File: config.mk
export PLATFORM = sky130hd
export DESIGN_NAME = mode_sequencer_flat
export DESIGN_NICKNAME = d
export VERILOG_FILES = /design/src/rtl/mode_pkg.sv /design/src/rtl/mode_sequencer_if.sv /design/src/rtl/mode_cmd_parser.sv /design/src/rtl/mode_sequencer.sv /design/src/flat_wrapper.sv
export SDC_FILE = /design/constraint.sdc
export NUM_CORES = 1
export LEC_CHECK = 0
export ABC_AREA = 1
export BUFFER_PORTS_ARGS = -buffer_cell sky130_fd_sc_hd__buf_4
export CORE_ASPECT_RATIO = 1.2
export CORE_MARGIN = 4
export CORE_UTILIZATION = 59
export CTS_CLUSTER_DIAMETER = 200
export DETAILED_ROUTE_END_ITERATION = 8
export GPL_ROUTABILITY_DRIVEN = 0
export PLACE_DENSITY = 0.8
export SKIP_LAST_GASP = 1
export SYNTH_ARGS = -nofsm -noshare
export SYNTH_HDL_FRONTEND = slang
export SYNTH_HIERARCHICAL = 1
export SYNTH_SLANG_ARGS = --single-unit
File: constraint.sdc
create_clock -name CLK_48MHZ -period 3.4 [get_ports CLK_48MHZ]
set_input_delay 0.17 -clock CLK_48MHZ [delete_from_list [all_inputs] [get_ports CLK_48MHZ]]
set_output_delay 0.17 -clock CLK_48MHZ [all_outputs]
set_load 0.05 [all_outputs]
File: src/rtl/mode_pkg.sv
// mode_pkg: opcodes, mode encodings and default frame/link constants shared with the ground-link decoder
package mode_pkg;
    typedef enum logic [1:0] {
        MODE_IDLE    = 2'd0,
        MODE_COLLECT = 2'd1,
        MODE_OPERATE = 2'd2,
        MODE_SAFE    = 2'd3
    } mode_t;
    typedef enum logic {PS_OPCODE, PS_ARG} pstate_t;
    localparam logic [3:0] OP_START      = 4'd1;
    localparam logic [3:0] OP_OPERATE    = 4'd2;
    localparam logic [3:0] OP_STOP       = 4'd3;
    localparam logic [3:0] OP_SET_OFFSET = 4'd4;
    localparam logic [3:0] OP_SAFE       = 4'd5;
    localparam logic [3:0] OP_RESUME     = 4'd6;
    localparam int DEF_FRAME_TICKS  = 200;
    localparam int DEF_TX_SLOT      = 20;
    localparam int DEF_LINK_TIMEOUT = 50;
    // Unknown opcodes fall out as illegal because no term matches them
    function automatic logic op_legal(input logic [3:0] op, input mode_t mode);
        return (op == OP_START && mode == MODE_IDLE) || (op == OP_OPERATE && mode == MODE_COLLECT) ||
               op == OP_STOP || op == OP_SET_OFFSET || op == OP_SAFE ||
               (op == OP_RESUME && mode == MODE_SAFE);
    endfunction
endpackage

File: src/rtl/mode_sequencer_if.sv
// mode_sequencer_if: ground-link command inputs, mission tick and mode/enable outputs
interface mode_sequencer_if #(
    parameter int CMD_W    = 8,
    parameter int OFFSET_W = 8
);
    logic                TIMESTAMP_TICK;
    logic                CMD_VALID;
    logic [CMD_W-1:0]    CMD_DATA;
    logic                DATA_en;
    logic                TX_en;
    logic                RX_en;
    logic [OFFSET_W-1:0] TX_PASS_OFFSET;
    logic [1:0]          MODE;
    logic                CMD_ERR;
    modport master (
        output TIMESTAMP_TICK, CMD_VALID, CMD_DATA,
        input  DATA_en, TX_en, RX_en, TX_PASS_OFFSET, MODE, CMD_ERR
    );
    modport slave (
        input  TIMESTAMP_TICK, CMD_VALID, CMD_DATA,
        output DATA_en, TX_en, RX_en, TX_PASS_OFFSET, MODE, CMD_ERR
    );
endinterface

File: src/rtl/mode_cmd_parser.sv
// mode_cmd_parser: OPCODE/ARG command FSM producing one-cycle decoded strobes and the error pulse
module mode_cmd_parser
    import mode_pkg::*;
#(
    parameter int CMD_W    = 8,
    parameter int OFFSET_W = 8
) (
    input  logic                clk,
    input  logic                rst_n,
    input  logic                cmd_valid,
    input  logic [CMD_W-1:0]    cmd_data,
    input  mode_t               mode,
    output logic                start,
    output logic                operate,
    output logic                stop,
    output logic                safe,
    output logic                resume,
    output logic                offset_wr,
    output logic                err,
    output logic [OFFSET_W-1:0] offset
);
    pstate_t state, state_n;
    logic [3:0] op;
    logic legal, take;

    assign op = cmd_data[CMD_W-1 -: 4];

    always_ff @(posedge clk or negedge rst_n)
        if (!rst_n) state <= PS_OPCODE;
        else        state <= state_n;

    // In ARG the byte is an operand whatever its top nibble looks like
    always_comb begin
        legal     = op_legal(op, mode);
        take      = cmd_valid && state == PS_OPCODE && legal;
        start     = take && op == OP_START;
        operate   = take && op == OP_OPERATE;
        stop      = take && op == OP_STOP;
        safe      = take && op == OP_SAFE;
        resume    = take && op == OP_RESUME;
        offset_wr = cmd_valid && state == PS_ARG;
        offset    = OFFSET_W'(cmd_data);
        err       = cmd_valid && state == PS_OPCODE && !legal;
        state_n   = offset_wr ? PS_OPCODE : (take && op == OP_SET_OFFSET) ? PS_ARG : state;
    end
endmodule

File: src/rtl/mode_sequencer.sv
// mode_sequencer: mode machine, frame counter, staged TX offset, link watchdog and TX/RX window decode
module mode_sequencer
    import mode_pkg::*;
#(
    parameter int CMD_W        = 8,
    parameter int OFFSET_W     = 8,
    parameter int FRAME_TICKS  = DEF_FRAME_TICKS,
    parameter int TX_SLOT      = DEF_TX_SLOT,
    parameter int LINK_TIMEOUT = DEF_LINK_TIMEOUT
) (
    input logic             CLK_48MHZ,
    input logic             RESET_N,
    mode_sequencer_if.slave bus
);
    localparam int FW = $clog2(FRAME_TICKS);
    localparam int TW = $clog2(LINK_TIMEOUT + 1);

    mode_t mode, mode_n;
    logic [FW-1:0] frame, frame_n;
    logic [TW-1:0] timer, timer_n;
    logic [OFFSET_W-1:0] offset, offset_n, staged, staged_n, arg;
    logic pending, pending_n, tx, rx, data, err_q;
    logic start, operate, stop, safe, resume, offset_wr, err;
    logic wrap, expire, apply, win, tx_n, rx_n, data_n;

    mode_cmd_parser #(.CMD_W(CMD_W), .OFFSET_W(OFFSET_W)) u_parser (
        .clk(CLK_48MHZ), .rst_n(RESET_N), .cmd_valid(bus.CMD_VALID), .cmd_data(bus.CMD_DATA),
        .mode(mode), .start(start), .operate(operate), .stop(stop), .safe(safe), .resume(resume),
        .offset_wr(offset_wr), .err(err), .offset(arg)
    );

    // Enables are decoded from next-state values so both land on the same edge as the state they describe
    always_comb begin
        wrap      = mode == MODE_OPERATE && bus.TIMESTAMP_TICK && frame == FW'(FRAME_TICKS - 1);
        expire    = wrap && timer >= TW'(LINK_TIMEOUT - 1) && !bus.CMD_VALID;
        mode_n    = (start || resume) ? MODE_COLLECT : operate ? MODE_OPERATE : stop ? MODE_IDLE :
                    (safe || expire) ? MODE_SAFE : mode;
        frame_n   = (mode != MODE_OPERATE || mode_n != MODE_OPERATE || wrap) ? '0 :
                    frame + FW'(bus.TIMESTAMP_TICK);
        timer_n   = (start || operate || stop || safe || resume || expire || (bus.CMD_VALID && !err)) ? '0 :
                    (wrap && timer < TW'(LINK_TIMEOUT)) ? timer + TW'(1) : timer;
        apply     = wrap && pending && !(safe || stop);
        offset_n  = apply ? staged : offset;
        staged_n  = offset_wr ? arg : staged;
        pending_n = offset_wr || (pending && !apply);
        win       = 32'(frame_n) >= 32'(offset_n) && 32'(frame_n) < 32'(offset_n) + 32'(TX_SLOT);
        tx_n      = mode_n == MODE_OPERATE && win;
        rx_n      = mode_n == MODE_SAFE || (mode_n == MODE_OPERATE && !win);
        data_n    = mode_n != MODE_IDLE;
    end

    always_ff @(posedge CLK_48MHZ or negedge RESET_N)
        if (!RESET_N) begin
            mode    <= MODE_IDLE;
            frame   <= '0;
            timer   <= '0;
            offset  <= '0;
            staged  <= '0;
            pending <= 1'b0;
            tx      <= 1'b0;
            rx      <= 1'b0;
            data    <= 1'b0;
            err_q   <= 1'b0;
        end else begin
            mode    <= mode_n;
            frame   <= frame_n;
            timer   <= timer_n;
            offset  <= offset_n;
            staged  <= staged_n;
            pending <= pending_n;
            tx      <= tx_n;
            rx      <= rx_n;
            data    <= data_n;
            err_q   <= err;
        end

    assign bus.MODE           = mode;
    assign bus.DATA_en        = data;
    assign bus.TX_en          = tx;
    assign bus.RX_en          = rx;
    assign bus.TX_PASS_OFFSET = offset;
    assign bus.CMD_ERR        = err_q;
endmodule
File: src/flat_wrapper.sv
// flat-port wrapper written by rule: the top's interface ports become plain ports
module mode_sequencer_flat import mode_pkg::*;
#(
    parameter int CMD_W        = 8,
    parameter int OFFSET_W     = 8,
    parameter int FRAME_TICKS  = DEF_FRAME_TICKS,
    parameter int TX_SLOT      = DEF_TX_SLOT,
    parameter int LINK_TIMEOUT = DEF_LINK_TIMEOUT
)
  (CLK_48MHZ, RESET_N, bus_TIMESTAMP_TICK, bus_CMD_VALID, bus_CMD_DATA, bus_DATA_en, bus_TX_en, bus_RX_en, bus_TX_PASS_OFFSET, bus_MODE, bus_CMD_ERR);
  mode_sequencer_if #(.CMD_W(CMD_W), .OFFSET_W(OFFSET_W)) bus_i ();
  input logic CLK_48MHZ;
  input logic RESET_N;
  input wire logic [$bits(bus_i.TIMESTAMP_TICK)-1:0] bus_TIMESTAMP_TICK;
  input wire logic [$bits(bus_i.CMD_VALID)-1:0] bus_CMD_VALID;
  input wire logic [$bits(bus_i.CMD_DATA)-1:0] bus_CMD_DATA;
  output wire logic [$bits(bus_i.DATA_en)-1:0] bus_DATA_en;
  output wire logic [$bits(bus_i.TX_en)-1:0] bus_TX_en;
  output wire logic [$bits(bus_i.RX_en)-1:0] bus_RX_en;
  output wire logic [$bits(bus_i.TX_PASS_OFFSET)-1:0] bus_TX_PASS_OFFSET;
  output wire logic [$bits(bus_i.MODE)-1:0] bus_MODE;
  output wire logic [$bits(bus_i.CMD_ERR)-1:0] bus_CMD_ERR;
  assign bus_i.TIMESTAMP_TICK = bus_TIMESTAMP_TICK;
  assign bus_i.CMD_VALID = bus_CMD_VALID;
  assign bus_i.CMD_DATA = bus_CMD_DATA;
  assign bus_DATA_en = bus_i.DATA_en;
  assign bus_TX_en = bus_i.TX_en;
  assign bus_RX_en = bus_i.RX_en;
  assign bus_TX_PASS_OFFSET = bus_i.TX_PASS_OFFSET;
  assign bus_MODE = bus_i.MODE;
  assign bus_CMD_ERR = bus_i.CMD_ERR;
  mode_sequencer #(.CMD_W(CMD_W), .OFFSET_W(OFFSET_W), .FRAME_TICKS(FRAME_TICKS), .TX_SLOT(TX_SLOT), .LINK_TIMEOUT(LINK_TIMEOUT)) u_core (.CLK_48MHZ(CLK_48MHZ), .RESET_N(RESET_N), .bus(bus_i));
endmodule
---- Yosys cells after proc, flatten, opt, wreduce, memory -nomap -nowiden ----
Cells that the tools add are included.
word-level totals
  bits in registers ....................... 38
  latch bits .............................. 0
  bits in writable memories ............... 0
  ROM bits ................................ 0
  input bits .............................. 12
  memories ................................ 0
cells by class
  $add $sub $neg .......................... 3
  multiply operators ...................... 0
  div/mod/pow operators ................... 0
  order comparisons ....................... 4
  equality and inequality tests ........... 14
  shift-type cells ........................ 0
  muxes and demuxes ....................... 10
  bitwise operators ....................... 1
  reduce and logical (&&, ||, !) cells .... 53
operators with widths
  cell                                               count
  less-than comparator 8 x 32 -> 1 bit               1
  logical AND 1 bit                                  25
  logical OR 1 bit                                   18
  two-way mux 8 bit                                  2
  == test 4 x 3 -> 1 bit, second input constant      3
  two-way mux 6 bit                                  2
  adder 8 x 5 -> 9 bit, second input constant        1
  adder 8 x 1 -> 8 bit                               1
  == test 2 bit, second input constant               4
  == test 4 x 2 -> 1 bit, second input constant      2
  == test 8 bit, second input constant               1
  >= comparator 8 bit                                1
  two-way mux 2 bit                                  4
  adder 6 x 1 -> 6 bit, second input constant        1
  >= comparator 6 bit, second input constant         1
  logical NOT 1 bit                                  6
  less-than comparator 6 bit, second input constant  1
  nonzero test 2 bit                                 3
  == test 4 x 1 -> 1 bit, second input constant      1
  != test 2 bit, second input constant               2
  == test 2 x 1 -> 1 bit, second input constant      1
  logical NOT 2 bit                                  1
  two-way mux 1 bit                                  2
  inverter 1 bit                                     1

---- Longest topological paths before layout ----
Gate-level depths: netlist of run 1.
  depth after elaboration ................. 23
  depth in mapped cells ................... 28
  gate-level depth less buffers ........... 28

---- Cells and area by module ----
Netlist of run 1, hierarchy kept.
modules (own cells, without submodules)
  module           instances  cells an instance  area each (µm²)  seq. area each (µm²)
  mode_sequencer   1          261                2138.3           925.9
  mode_cmd_parser  1          51                 257.7            25.0

---- Worst setup path after synthesis of run 1 ----
No wires, ideal clock.
  path type ............................... register to register
  from .................................... register u_core.mode[1] (netlist: u_core/bus.MODE[1])
  to ...................................... register u_core.tx (netlist: u_core/bus.TX_en)
  arrival time ............................ 3.191 ns
  path slack .............................. 0.137 ns
  cell stages (with the launch flop) ...... 27
  path buffers ............................ 1
  cell sequence ........................... dfrtp_1 > nor2_1 > nand3_1 > nand2_1 > inv_1 > nand2_2 > nand2_2 > nor2_1 > inv_1 > nand2_1 > nor2_1 > nand2_4 > buf_6 > nand2_1 > o21ai_1 > ha_1 > nand3b_1 > nand2_1 > xor2_1 > ha_1 > nand2_1 > inv_1 > nand2_1 > nor2_1 > nor2_1 > nand2_1 > nor2_1
RTL lines
  item                                                         RTL line               text
  start, declared                                              mode_sequencer.sv:18   mode_t mode, mode_n;
  start signal, assigned                                       mode_sequencer.sv:65   mode <= mode_n;
  == test 2 x 1 -> 1 bit or logical NOT 2 bit (tied branches)  mode_pkg.sv:21         return (op == OP_START && mode == MODE_IDLE) || (op == OP_OPERATE && mode == MODE_COLLECT) ||
  logical AND 1 bit                                            mode_pkg.sv:21
  logical OR 1 bit (2 in series)                               mode_pkg.sv:21
  logical OR 1 bit (2 in series)                               mode_pkg.sv:22         op == OP_STOP || op == OP_SET_OFFSET || op == OP_SAFE ||
  logical OR 1 bit (*)                                         mode_pkg.sv:22
  logical AND 1 bit (*)                                        mode_cmd_parser.sv:35  take = cmd_valid && state == PS_OPCODE && legal;
  logical AND 1 bit (*)                                        mode_cmd_parser.sv:39  safe = take && op == OP_SAFE;
  net u_core.safe                                              mode_sequencer.sv:23   logic start, operate, stop, safe, resume, offset_wr, err;
  [... 2 more ...]                                             -
  logical AND 1 bit (*)                                        mode_sequencer.sv:42   apply = wrap && pending && !(safe || stop);
  two-way mux 8 bit (*)                                        mode_sequencer.sv:43   offset_n = apply ? staged : offset;
  net u_core.offset_n[3]                                       mode_sequencer.sv:21   logic [OFFSET_W-1:0] offset, offset_n, staged, staged_n, arg;
  adder 8 x 5 -> 9 bit                                         mode_sequencer.sv:46   win = 32'(frame_n) >= 32'(offset_n) && 32'(frame_n) < 32'(offset_n) + 32'(TX_SLOT);
  less-than comparator 8 x 32 -> 1 bit                         mode_sequencer.sv:46
  logical AND 1 bit (*)                                        mode_sequencer.sv:46
  logical AND 1 bit (*)                                        mode_sequencer.sv:47   tx_n = mode_n == MODE_OPERATE && win;
  net u_core.tx_n                                              mode_sequencer.sv:24   logic wrap, expire, apply, win, tx_n, rx_n, data_n;
  end signal, assigned                                         mode_sequencer.sv:71   tx <= tx_n;
  end, declared                                                mode_sequencer.sv:22   logic pending, pending_n, tx, rx, data, err_q;
Mark *: on every way through the listed nets, which the timed path passes. The rest lies on a longest branch.
A chain may end at the register's enable or synchronous reset.

---- Worst setup path in the final report of run 1 ----
  from .................................... register u_core.mode[0] (netlist: u_core/bus.MODE[0])
  to ...................................... register u_core.tx (netlist: u_core/bus.TX_en)
RTL lines
  item                                                                         RTL line               text
  == test 2 x 1 -> 1 bit or logical NOT 2 bit (tied branches)                  mode_pkg.sv:21
  logical AND 1 bit                                                            mode_pkg.sv:21
  logical OR 1 bit (2 in series)                                               mode_pkg.sv:21
  logical OR 1 bit (2 in series)                                               mode_pkg.sv:22
  logical OR 1 bit (*)                                                         mode_pkg.sv:22
  logical AND 1 bit (*)                                                        mode_cmd_parser.sv:35
  logical AND 1 bit (*)                                                        mode_cmd_parser.sv:40  resume = take && op == OP_RESUME;
  net u_core.resume                                                            mode_sequencer.sv:23
  [... 2 more ...]                                                             -
  net u_core.mode_n[0]                                                         mode_sequencer.sv:18
  != test 2 bit (*)                                                            mode_sequencer.sv:38   frame_n = (mode != MODE_OPERATE || mode_n != MODE_OPERATE || wrap) ? '0 :
  logical OR 1 bit (*) (2 in series)                                           mode_sequencer.sv:38
  two-way mux 8 bit (*)                                                        mode_sequencer.sv:38
  net u_core.frame_n[2]                                                        mode_sequencer.sv:19   logic [FW-1:0] frame, frame_n;
  less-than comparator 8 x 32 -> 1 bit or >= comparator 8 bit (tied branches)  mode_sequencer.sv:46
  logical AND 1 bit (*)                                                        mode_sequencer.sv:46
  logical AND 1 bit (*)                                                        mode_sequencer.sv:47
  net u_core.tx_n                                                              mode_sequencer.sv:24
Marks and branches as above.

==> results of run 1 <==
power groups by stage:
stage	Combinational (mW)	Clock (mW)	Sequential, mW
detailed placement	0.246	0	0.529
global placement	0.243	0	0.527
floorplan	0.102	0	0.592
global route	0.316	0.507	0.527
CTS	0.250	0.485	0.520
finish	0.290	0.478	0.522
cell families (layout without fill, tap and decap cells):
| kind of cell | count (synthesis) | in the layout |
|---|---|---|
| adders and majority gates | 19 | 19 |
| AOI/OAI and AO/OA | 30 | 30 |
| buffers and inverters | 70 | 107 |
| xor gates and xnor gates | 7 | 7 |
| and+or+nand+nor | 144 | 144 |
| muxes | 4 | 4 |
| DFF | 38 | 38 |
worst min-delay path by stage:
stage,end
2_1_floorplan,u_core/bus.CMD_ERR
3_3_place_gp,u_core/staged[7]
3_5_place_dp,u_core/staged[5]
4_1_cts,u_core/staged[0]
5_1_grt,u_core/staged[0]
6_report,u_core/staged[2]
state kept, by name, indices dropped and copies added (netlist names):
| name | count |
|---|---|
| u_core/u_parser/state | 1 |
| u_core/bus.CMD_ERR | 1 |
| u_core/bus.TX_PASS_OFFSET | 8 |
| u_core/bus.TX_en | 1 |
| u_core/timer | 6 |
| u_core/frame | 8 |
| u_core/staged | 8 |
| u_core/bus.DATA_en | 1 |
| u_core/pending | 1 |
| u_core/bus.MODE | 2 |
| u_core/bus.RX_en | 1 |
routing by layer:
metal,wire length [um],vias up,GRT usage
li1,-,1036,-
met1,2100,975,0.2477
met2,2926,51,0.3942
met3,240,14,0.04631
met4,104,0,0.09146
met5,0,-,0
synth_stat cells (2+ instances only):
| master | n |
|---|---|
| nand2_2 | 8 |
| nor2_1 | 37 |
| inv_1 | 56 |
| nand3_1 | 15 |
| nand2_1 | 64 |
| buf_4 | 8 |
| mux2_2 | 4 |
| nor2_2 | 3 |
| nand4_1 | 4 |
| inv_2 | 3 |
| a21o_1 | 2 |
| o21ai_0 | 11 |
| nor3_1 | 6 |
| dfrtp_1 | 38 |
| xor2_1 | 7 |
| a21oi_1 | 11 |
| o21ai_1 | 4 |
| ha_1 | 19 |
worst max-delay path, cell delays in order, from the launching register on:
cell	delay [ns]
dfrtp_1	0.43
inv_1	0.07
nor2_1	0.04
nand3_1	0.08
nand2_1	0.05
inv_1	0.06
nand2_2	0.08
nand2_4	0.11
nor2_1	0.05
nor2_1	0.17
nand4_1	0.13
nand2_2	0.12
inv_1	0.09
nor3_4	0.28
o21ai_2	0.09
a21oi_2	0.18
ha_1	0.29
nor2_2	0.12
nor2_1	0.05
or2_2	0.26
nand2_1	0.06
nand2_1	0.05
nand2_1	0.06
nand2_1	0.07
nand2_1	0.06
nor2_1	0.03
area by class of cell:
class | instances | area (sq um) | share of cell area
clock inverter | 2 | 60.06 | 0.02064
sequential | 38 | 952.2 | 0.3272
clock buffer | 6 | 82.58 | 0.02837
inverter | 60 | 226.5 | 0.07782
timing repair buffer | 39 | 299.0 | 0.1028
tap | 54 | 67.56 | 0.02322
multi-input combinational | 204 | 1222 | 0.4200
what timing repair did:
| action | CTS | global route |
|---|---|---|
| hold endpoints to repair | 38 | 0 |
| hold buffers | 1 | 0 |
| setup endpoints to repair | 2 | 2 |
| gates cloned | 0 | 0 |
| resized for setup | 1 | 26 |
| setup buffers | 0 | 10 |
| pin swaps | 0 | 6 |
==> impl_metrics.yaml, run 1 <==
worst_setup_path:
  arrival_ns: 3.39
  reg2reg_to: "u_core/bus.TX_en"
  critical_path.max_fanout: 5
  worstSetupStartpointType: "flop"
  critPathCapture: "u_core/bus.TX_en"
  startpoint: "u_core/bus.MODE[0]"
  regToRegStartpoint: "u_core/bus.MODE[0]"
  path_class: "flop to flop"
  reg2reg_slack_ns: 0.20
  worst_r2r_path_depth: 25
  endpoint_kind: "flop"
  cp.required_ns: 3.58
logic_synthesis:
  ys.flop_type: "dfrtp_1"
  yosysTopAreaCellShare: 0.3969
  synth_xor_area_frac: 0.02559
  netlist_instances: 312
  synth_compound_area_frac: 0.06684
  ys_warn_count: 6
  async_flop_share: 1.000
  synth_top_family_by_area: "simple AND/OR/NAND/NOR gates"
  syn_avg_cell_area_sq_um: 7.680
  synth.largest_area_cell: "dfrtp_1"
  synth_nets: 343
  synthDistinctLibCells: 30
  synth-seq-area-share: 0.3969
  synth_area_sq_um: 2396
  synth_area_leaders: "dfrtp_1, nand2_1, ha_1"
  synth_fa_ha_area_frac: 0.09922
  synthSimpleGateAreaFrac: 0.2668
  synth-edff-count: 0
  yosys_register_bits: 38
  muxShareOfSynthArea: 0.01880
worst_hold_path:
  hold_path.class: "input port to flop"
  whs_path_depth: 3
  holdCritStartpoint: "bus_CMD_DATA[2]"
placement:
  port_buffers: 25
  hpwlAfterDp_mm: 3.654
  post-place-ws_ns: -0.05969
  placed_cells_incl_taps: 384
  place_area_sq_um: 2599
power_and_ir_drop:
  seq_power_share: 0.404
  pwr-share-comb: 0.225
  total_power_mw: 1.291
  powerDensity_nw_per_um2: 443.5
  leakage_nw: 1.607
  peakVddDrop_mv: 0.2229
  p_switching_uw: 381.6
  switching_share: 0.2956
  pwr-share-clk: 0.371
  p_int_uw: 909.1
finish:
  layout_common_cells: "nand2_1, inv_1, buf_4, dfrtp_1, nor2_1"
  num_antenna_cells: 0
  area_growth_pct: 21.46
  n_fill_cell: 306
  fin_cells: 403
  final_core_util: 0.7384
  layout_commonest_cell: "nand2_1"
  layout-drive-gt1-share: 0.2550
  postLayoutCellArea_sq_um: 2910
  nets: 379
grt:
  grt_pass1_wl_mm: 8.907
  grt_max_degree: 39
  track_usage: 0.2207
  grt_pass1_vias: 2134
  antenna_found_initial: 0
  overflow: 0
clock_tree:
  htreeDepth: 2
  clk_latency_ns: 0.29
  numCtsBuffers: 5
  cts.sinks: 38
  root_buffer: "clkbuf_8"
  clkTransAtPathRegs_ns: 0.08
  ctsLongestPathBuffers: 2
  cts_tree: "done"
timing:
  holdWs_ns: 0.09095
  setup_viol: 0
  max_freq_mhz: 312.2
  skew_ns: 0.006921
  drv_slew: 0
  period_share: 0.9421
  fin_setup_tns_ns: 0
  worstMarginPinSlew_ns: 0.6048
  relSlewSlack: 0.5931
  final-hold-violation-count: 0
  period_needed_ns: 3.203
  fin_ws_ns: 0.1968
die:
  die-area_sq_um: 5149
  die_y_um: 77.81
  die_w_um: 66.18
  row_count: 25
  core_sq_um: 3941
  ios: 26
  start_util: 0.6079
status:
  status: "complete, no violations"
detailed_routing:
  vias: 2076
  wl_per_cell_um: 13.33
  drcViolationCount: 0
  via_per_inst: 5.151
  first_pass_iters: 4
  wl_mm: 5.372
  drtAntennaViolNets: 0
  dr.first_iter.drc_count: 121
flow_run:
  cap_violations: 0
(Power assumes the default switching activity.)
==> run 2, diff against run 1 <==
- PLACE_DENSITY: 0.8 -> 0.85
==> run 2 against run 1 <==
Compared with the run above: first-iteration DRC count down 9.9%; die area unchanged; clock skew about the same; flip-flop and latch count did not move; fmax shrank 1.1%; sequential power barely moved; clock power decreased by 39%; power down 13%; final cell count shrank 0.74%; count of clock-buffer cells in the layout fell by 1; combinational power increased by 6%.
==> impl_metrics.yaml, run 2 (same netlist as run 1, synthesis figures left out) <==
status:
  status: "complete, no violations"
clock_tree:
  clkTransAtPathRegs_ns: 0.07
  clk_latency_ns: 0.29
  htreeDepth: 2
  cts_tree: "done"
  ctsLongestPathBuffers: 2
  cts.sinks: 38
  numCtsBuffers: 5
  root_buffer: "clkbuf_8"
worst_setup_path:
  startpoint: "u_core/bus.MODE[1]"
  crit_buf_inv: 3
  critical_path.max_fanout: 5
  reg2reg_slack_ns: 0.16
  crit_path_cell_trace: "buf_4 -> nand2_1 -> nor2_1 -> nor2_1 -> nand2_2 -> nand2_4 -> nor2_1 -> nor2_2 -> nand4_1 -> nand2_2 -> inv_1 -> nor3_4 -> inv_2 -> nor2_1 -> ha_1 -> nand2_1 -> nor2_1 -> nand4_1 -> o2111ai_1 -> nand3_1 -> nor2_2 -> nand2_1 -> nor2_1"
  arrival_ns: 3.46
  regToRegStartpoint: "u_core/bus.MODE[1]"
  cp.required_ns: 3.62
  worstSetupStartpointType: "flop"
  worst_path_most_repeated_cell: "nor2_1"
  max_stage_delay_ns: 0.43
  path_class: "flop to flop"
  endpoint_kind: "flop"
  cp_top_family: "simple AND/OR/NAND/NOR gates"
  slowest_stage: "dfrtp_2"
placement:
  placed_cells_incl_taps: 384
  post-place-ws_ns: -0.01514
  port_buffers: 25
  hpwlAfterDp_mm: 3.634
die:
  core_sq_um: 3941
  ios: 26
  die-area_sq_um: 5149
  die_y_um: 77.81
  die_w_um: 66.18
  row_count: 25
  start_util: 0.6079
finish:
  layout_common_cells: "nand2_1, inv_1, dfrtp_1"
  num_antenna_cells: 0
  final_core_util: 0.7190
  n_fill_cell: 299
  layout_commonest_cell: "nand2_1"
  fin_cells: 400
  layout-drive-gt1-share: 0.2514
  area_growth_pct: 18.28
  nets: 377
grt:
  track_usage: 0.2043
  grt_pass1_vias: 1919
  grt_max_degree: 39
  antenna_found_initial: 0
  grt_pass1_wl_mm: 8.169
  overflow: 0
timing:
  max_freq_mhz: 308.9
  worstMarginPinSlew_ns: 0.5064
  fin_ws_ns: 0.1622
  relSlewSlack: 0.6593
  final-hold-violation-count: 0
  period_share: 0.9523
  drv_slew: 0
  setup_viol: 0
  skew_ns: 0.006871
  period_needed_ns: 3.238
power_and_ir_drop:
  switching_share: 0.3423
  pwr-share-clk: 0.262
  p_int_uw: 736.7
  leakage_nw: 1.572
  pwr-share-comb: 0.273
  powerDensity_nw_per_um2: 395.2
  peakVddDrop_mv: 0.2391
  seq_power_share: 0.465
  p_switching_uw: 383.4
detailed_routing:
  top_layer: "met4"
  first_pass_iters: 4
  drcViolationCount: 0
  dr.first_iter.drc_count: 109
  drtAntennaViolNets: 0
  via_per_inst: 5.018
  m1WireLength_mm: 2.203
  wl_per_cell_um: 12.93
  wl_mm: 5.171
  dr_wl_met3_um: 199
  vias: 2007
  route.met2.wl_mm: 2.629
flow_run:
  cap_violations: 0
worst_hold_path:
  hold_path.class: "input port to flop"
  holdCritStartpoint: "bus_CMD_DATA[2]"
run 2: cell type report:
class,instances,area (sq um),area share
clock buffers,5,68.82,0.02428
clock inverters,2,10.01,0.003532
inverters,60,226.5,0.07991
multi-input cells,204,1225,0.4322
flip-flops and latches,38,952.2,0.3360
well taps,54,67.56,0.02384
repair buffers,37,284.0,0.1002
run 2: layer usage:
metal / vias up / track usage
met3: 13 / 0.03907
met2: 39 / 0.3625
met5: - / 0
li1: 1035 / -
met1: 920 / 0.2364
met4: 0 / 0.07927
run 2: worst register-to-register path: stages (launching register included):
cell and delay, ns:
dfrtp_2 0.43, buf_4 0.15, nand2_1 0.06, nor2_1 0.04, nor2_1 0.10, nand2_2 0.09, nand2_4 0.10, nor2_1 0.06
nor2_2 0.14, nand4_1 0.13, nand2_2 0.11, inv_1 0.08, nor3_4 0.20, inv_2 0.11, nor2_1 0.24, ha_1 0.20
nand2_1 0.07, nor2_1 0.13, nand4_1 0.09, o2111ai_1 0.11, nand3_1 0.16, nor2_2 0.19, nand2_1 0.08, nor2_1 0.09
run 2: path summary, 6_finish.rpt:
check,to,depth (start not counted)
setup / recovery,u_core/bus.TX_en,23
hold / removal,u_core/staged[2],3
setup reg to reg,u_core/bus.TX_en,23
hold reg to reg,u_core/bus.CMD_ERR,1
max in group asynchronous,u_core/bus.MODE[1],2
min in group asynchronous,u_core/staged[7],2
run 2: repair_timing:
action,4_1_cts,5_1_grt
buffers inserted,0,8
hold buffers,1,0
endpoints found under the hold margin,38,0
gates resized for setup,0,27
endpoints found under the setup margin,0,2
run 2: power groups by stage:
stage | combinational [mW] | clock, mW | sequential, mW
after global routing | 0.329 | 0.324 | 0.526
after CTS | 0.252 | 0.304 | 0.521
after global placement | 0.243 | 0 | 0.527
final | 0.306 | 0.293 | 0.521
after floorplan | 0.102 | 0 | 0.592
after detailed placement | 0.249 | 0 | 0.530
run 2: per-stage QoR:
| step | setup TNS (ns) | total power, mW | area (sq um) | hold WS [ns] |
|---|---|---|---|---|
| 2_1_floorplan | 0 | 0.6947 | 2396 | -0.1256 |
| 3_3_place_gp | 0 | 0.7700 | 2599 | 0.1636 |
| 3_5_place_dp | -0.01769 | 0.7791 | 2599 | 0.1728 |
| 4_1_cts | 0 | 1.077 | 2688 | 0.08436 |
| 5_1_grt | -0.1187 | 1.179 | 2834 | 0.1073 |
| 6_report | 0 | 1.120 | 2834 | 0.09295 |
==> run 3, diff against run 2 <==
- CELL_PAD_IN_SITES_DETAIL_PLACEMENT: unset -> 0
- CELL_PAD_IN_SITES_GLOBAL_PLACEMENT: unset -> 1
- CORE_UTILIZATION: 59 -> 43
- PLACE_DENSITY: 0.85 -> 0.84
==> run 3 against run 2 <==
Compared with the run above: non-clock buffer count decreased by 1; flip-flop and latch count unchanged; critical path depth up 2; clock skew is 0.0058 ns higher; critical path type unchanged; register-to-register slack better by 0.14 ns; global-route usage shrank 5.8 points; highest routed layer unchanged; count of clock-buffer cells in the layout increased by 1; cell area rose by 1.5%; hold slack worse by 0.0060 ns.
==> impl_metrics.yaml, run 3 (same netlist as run 1, synthesis figures left out) <==
status:
  status: "complete, no violations"
worst_hold_path:
  hold_path.class: "input port to flop"
  whs_path_depth: 3
timing:
  final-hold-violation-count: 0
  fin_ws_ns: 0.2983
  skew_ns: 0.01268
  max_freq_mhz: 322.4
  period_needed_ns: 3.102
  holdWs_ns: 0.08696
  worstMarginPinSlew_ns: 0.6081
  drv_slew: 0
  setup_viol: 0
  relSlewSlack: 0.5908
  period_share: 0.9123
clock_tree:
  cts.sinks: 38
  root_buffer: "clkbuf_8"
  numCtsBuffers: 5
  clkTransAtPathRegs_ns: 0.08
  ctsLongestPathBuffers: 2
  htreeDepth: 2
  clk_latency_ns: 0.30
  cts_tree: "done"
detailed_routing:
  drtAntennaViolNets: 0
  via_per_inst: 4.752
  wl_mm: 4.762
  wl_per_cell_um: 11.67
  dr.first_iter.drc_count: 52
  vias: 1939
  drcViolationCount: 0
  first_pass_iters: 4
grt:
  grt_max_degree: 39
  top_usage_layer: "met2"
  gr-usage-met2: 0.2593
  overflow: 0
  track_usage: 0.1459
  grt_pass1_vias: 1923
  grt_pass1_wl_mm: 8.314
  use_met3: 0.03400
  antenna_found_initial: 0
  grtUsageMet1: 0.1690
worst_setup_path:
  reg2reg_to: "u_core/bus.TX_en"
  reg2reg_slack_ns: 0.30
  critPathCapture: "u_core/bus.TX_en"
  cp.required_ns: 3.59
  path_class: "flop to flop"
  arrival_ns: 3.30
  worstSetupStartpointType: "flop"
  regToRegStartpoint: "u_core/bus.MODE[1]"
  startpoint: "u_core/bus.MODE[1]"
  worst_r2r_path_depth: 25
  critical_path.max_fanout: 6
  endpoint_kind: "flop"
die:
  die_w_um: 76.15
  row_count: 29
  die_y_um: 89.77
  ios: 26
  die-area_sq_um: 6836
  core_sq_um: 5334
  start_util: 0.4492
power_and_ir_drop:
  peakVddDrop_mv: 0.2942
  p_int_uw: 900.0
  seq_power_share: 0.410
  powerDensity_nw_per_um2: 440.1
  switching_share: 0.2894
  pwr-share-clk: 0.375
  p_switching_uw: 366.5
  leakage_nw: 1.591
  pwr-share-comb: 0.215
finish:
  layout_commonest_cell: "nand2_1"
  layout-drive-gt1-share: 0.2341
  num_antenna_cells: 0
  final_core_util: 0.5395
  postLayoutCellArea_sq_um: 2878
  area_growth_pct: 20.10
  layout_common_cells: "nand2_1, inv_1, dfrtp_1"
  fin_cells: 408
  nets: 376
placement:
  port_buffers: 25
  hpwlAfterDp_mm: 3.712
  placed_cells_incl_taps: 394
  post-place-ws_ns: -0.005788
  place_area_sq_um: 2624
flow_run:
  cap_violations: 0
==> run 3: cell count changes in the layout (fill, tap and decap cells not counted), sizes merged <==
cell and change:
clkinv -2, clkbuf +1, buf -1, bufinv +2
==> run 3: timing repair <==
item                                    4_1_cts  5_1_grt
endpoints found under the setup margin        0        2
buffers inserted                              0        5
hold buffers                                  1        0
hold endpoints to repair                     38        0
resized for setup                             0       21
==> run 3: through the flow <==
stage / power (mW) / setup TNS [ns]
finish: 1.266 / 0
global route: 1.334 / -0.01814
CTS: 1.259 / 0
detailed placement: 0.7741 / -0.005788
global placement: 0.7739 / 0
floorplan: 0.6947 / 0
==> run 3: metal layers <==
layer | part of all wire | routed length (um)
met5 | 0 | 0
met4 | 0.015 | 73
met3 | 0.033 | 155
met2 | 0.53 | 2526
met1 | 0.42 | 2006
==> run 3: cell type report <==
type                            count  area [sq um]
Clock buffer                        6         82.58
Clock inverter                      2         60.06
Fill cell                         538          2456
Inverter                           60         226.5
Multi-Input combinational cell    204          1207
Sequential cell                    38         950.9
Tap cell                           62         77.57
Timing Repair Buffer               36         272.8
==> run 3: worst max-delay path, cell delays in order (launching register included) <==
cell and delay, ns:
dfrtp_1 0.43, nor2_1 0.12, nand3_1 0.08, nand2_1 0.08, inv_1 0.04, nand2_2 0.09
nand2_4 0.07, nor2_4 0.13, inv_1 0.07, nand2_1 0.08, nand2_1 0.07, nand2_2 0.10
inv_1 0.08, nor3_4 0.20, o21ai_1 0.12, a21oi_2 0.20, ha_1 0.28, nor2_1 0.11
nor2_1 0.06, or2_2 0.26, nand2_1 0.07, nand2_1 0.05, nand2_1 0.07, nand2_1 0.06
nand2_1 0.06, nor2_1 0.04
==> run 3: how the worst min path moves through the flow <==
| stage | slack, ns | from | endpoint |
|---|---|---|---|
| after floorplan | -0.13 | RESET_N | u_core/bus.CMD_ERR |
| after global placement | 0.18 | RESET_N | u_core/staged[5] |
| after detailed placement | 0.17 | RESET_N | u_core/staged[7] |
| after CTS | 0.08 | bus_CMD_DATA[3] | u_core/staged[3] |
| after global routing | 0.09 | bus_CMD_DATA[3] | u_core/staged[3] |
| final | 0.09 | bus_CMD_DATA[3] | u_core/staged[3] |
==> run 3: power by group through the flow <==
stage                     registers [mW]  logic [mW]  clock network (mW)
final                              0.519       0.272               0.475
after global routing               0.524       0.301               0.509
after CTS                          0.519       0.248               0.492
after detailed placement           0.528       0.246                   0
after global placement             0.527       0.247                   0
after floorplan                    0.592       0.102                   0
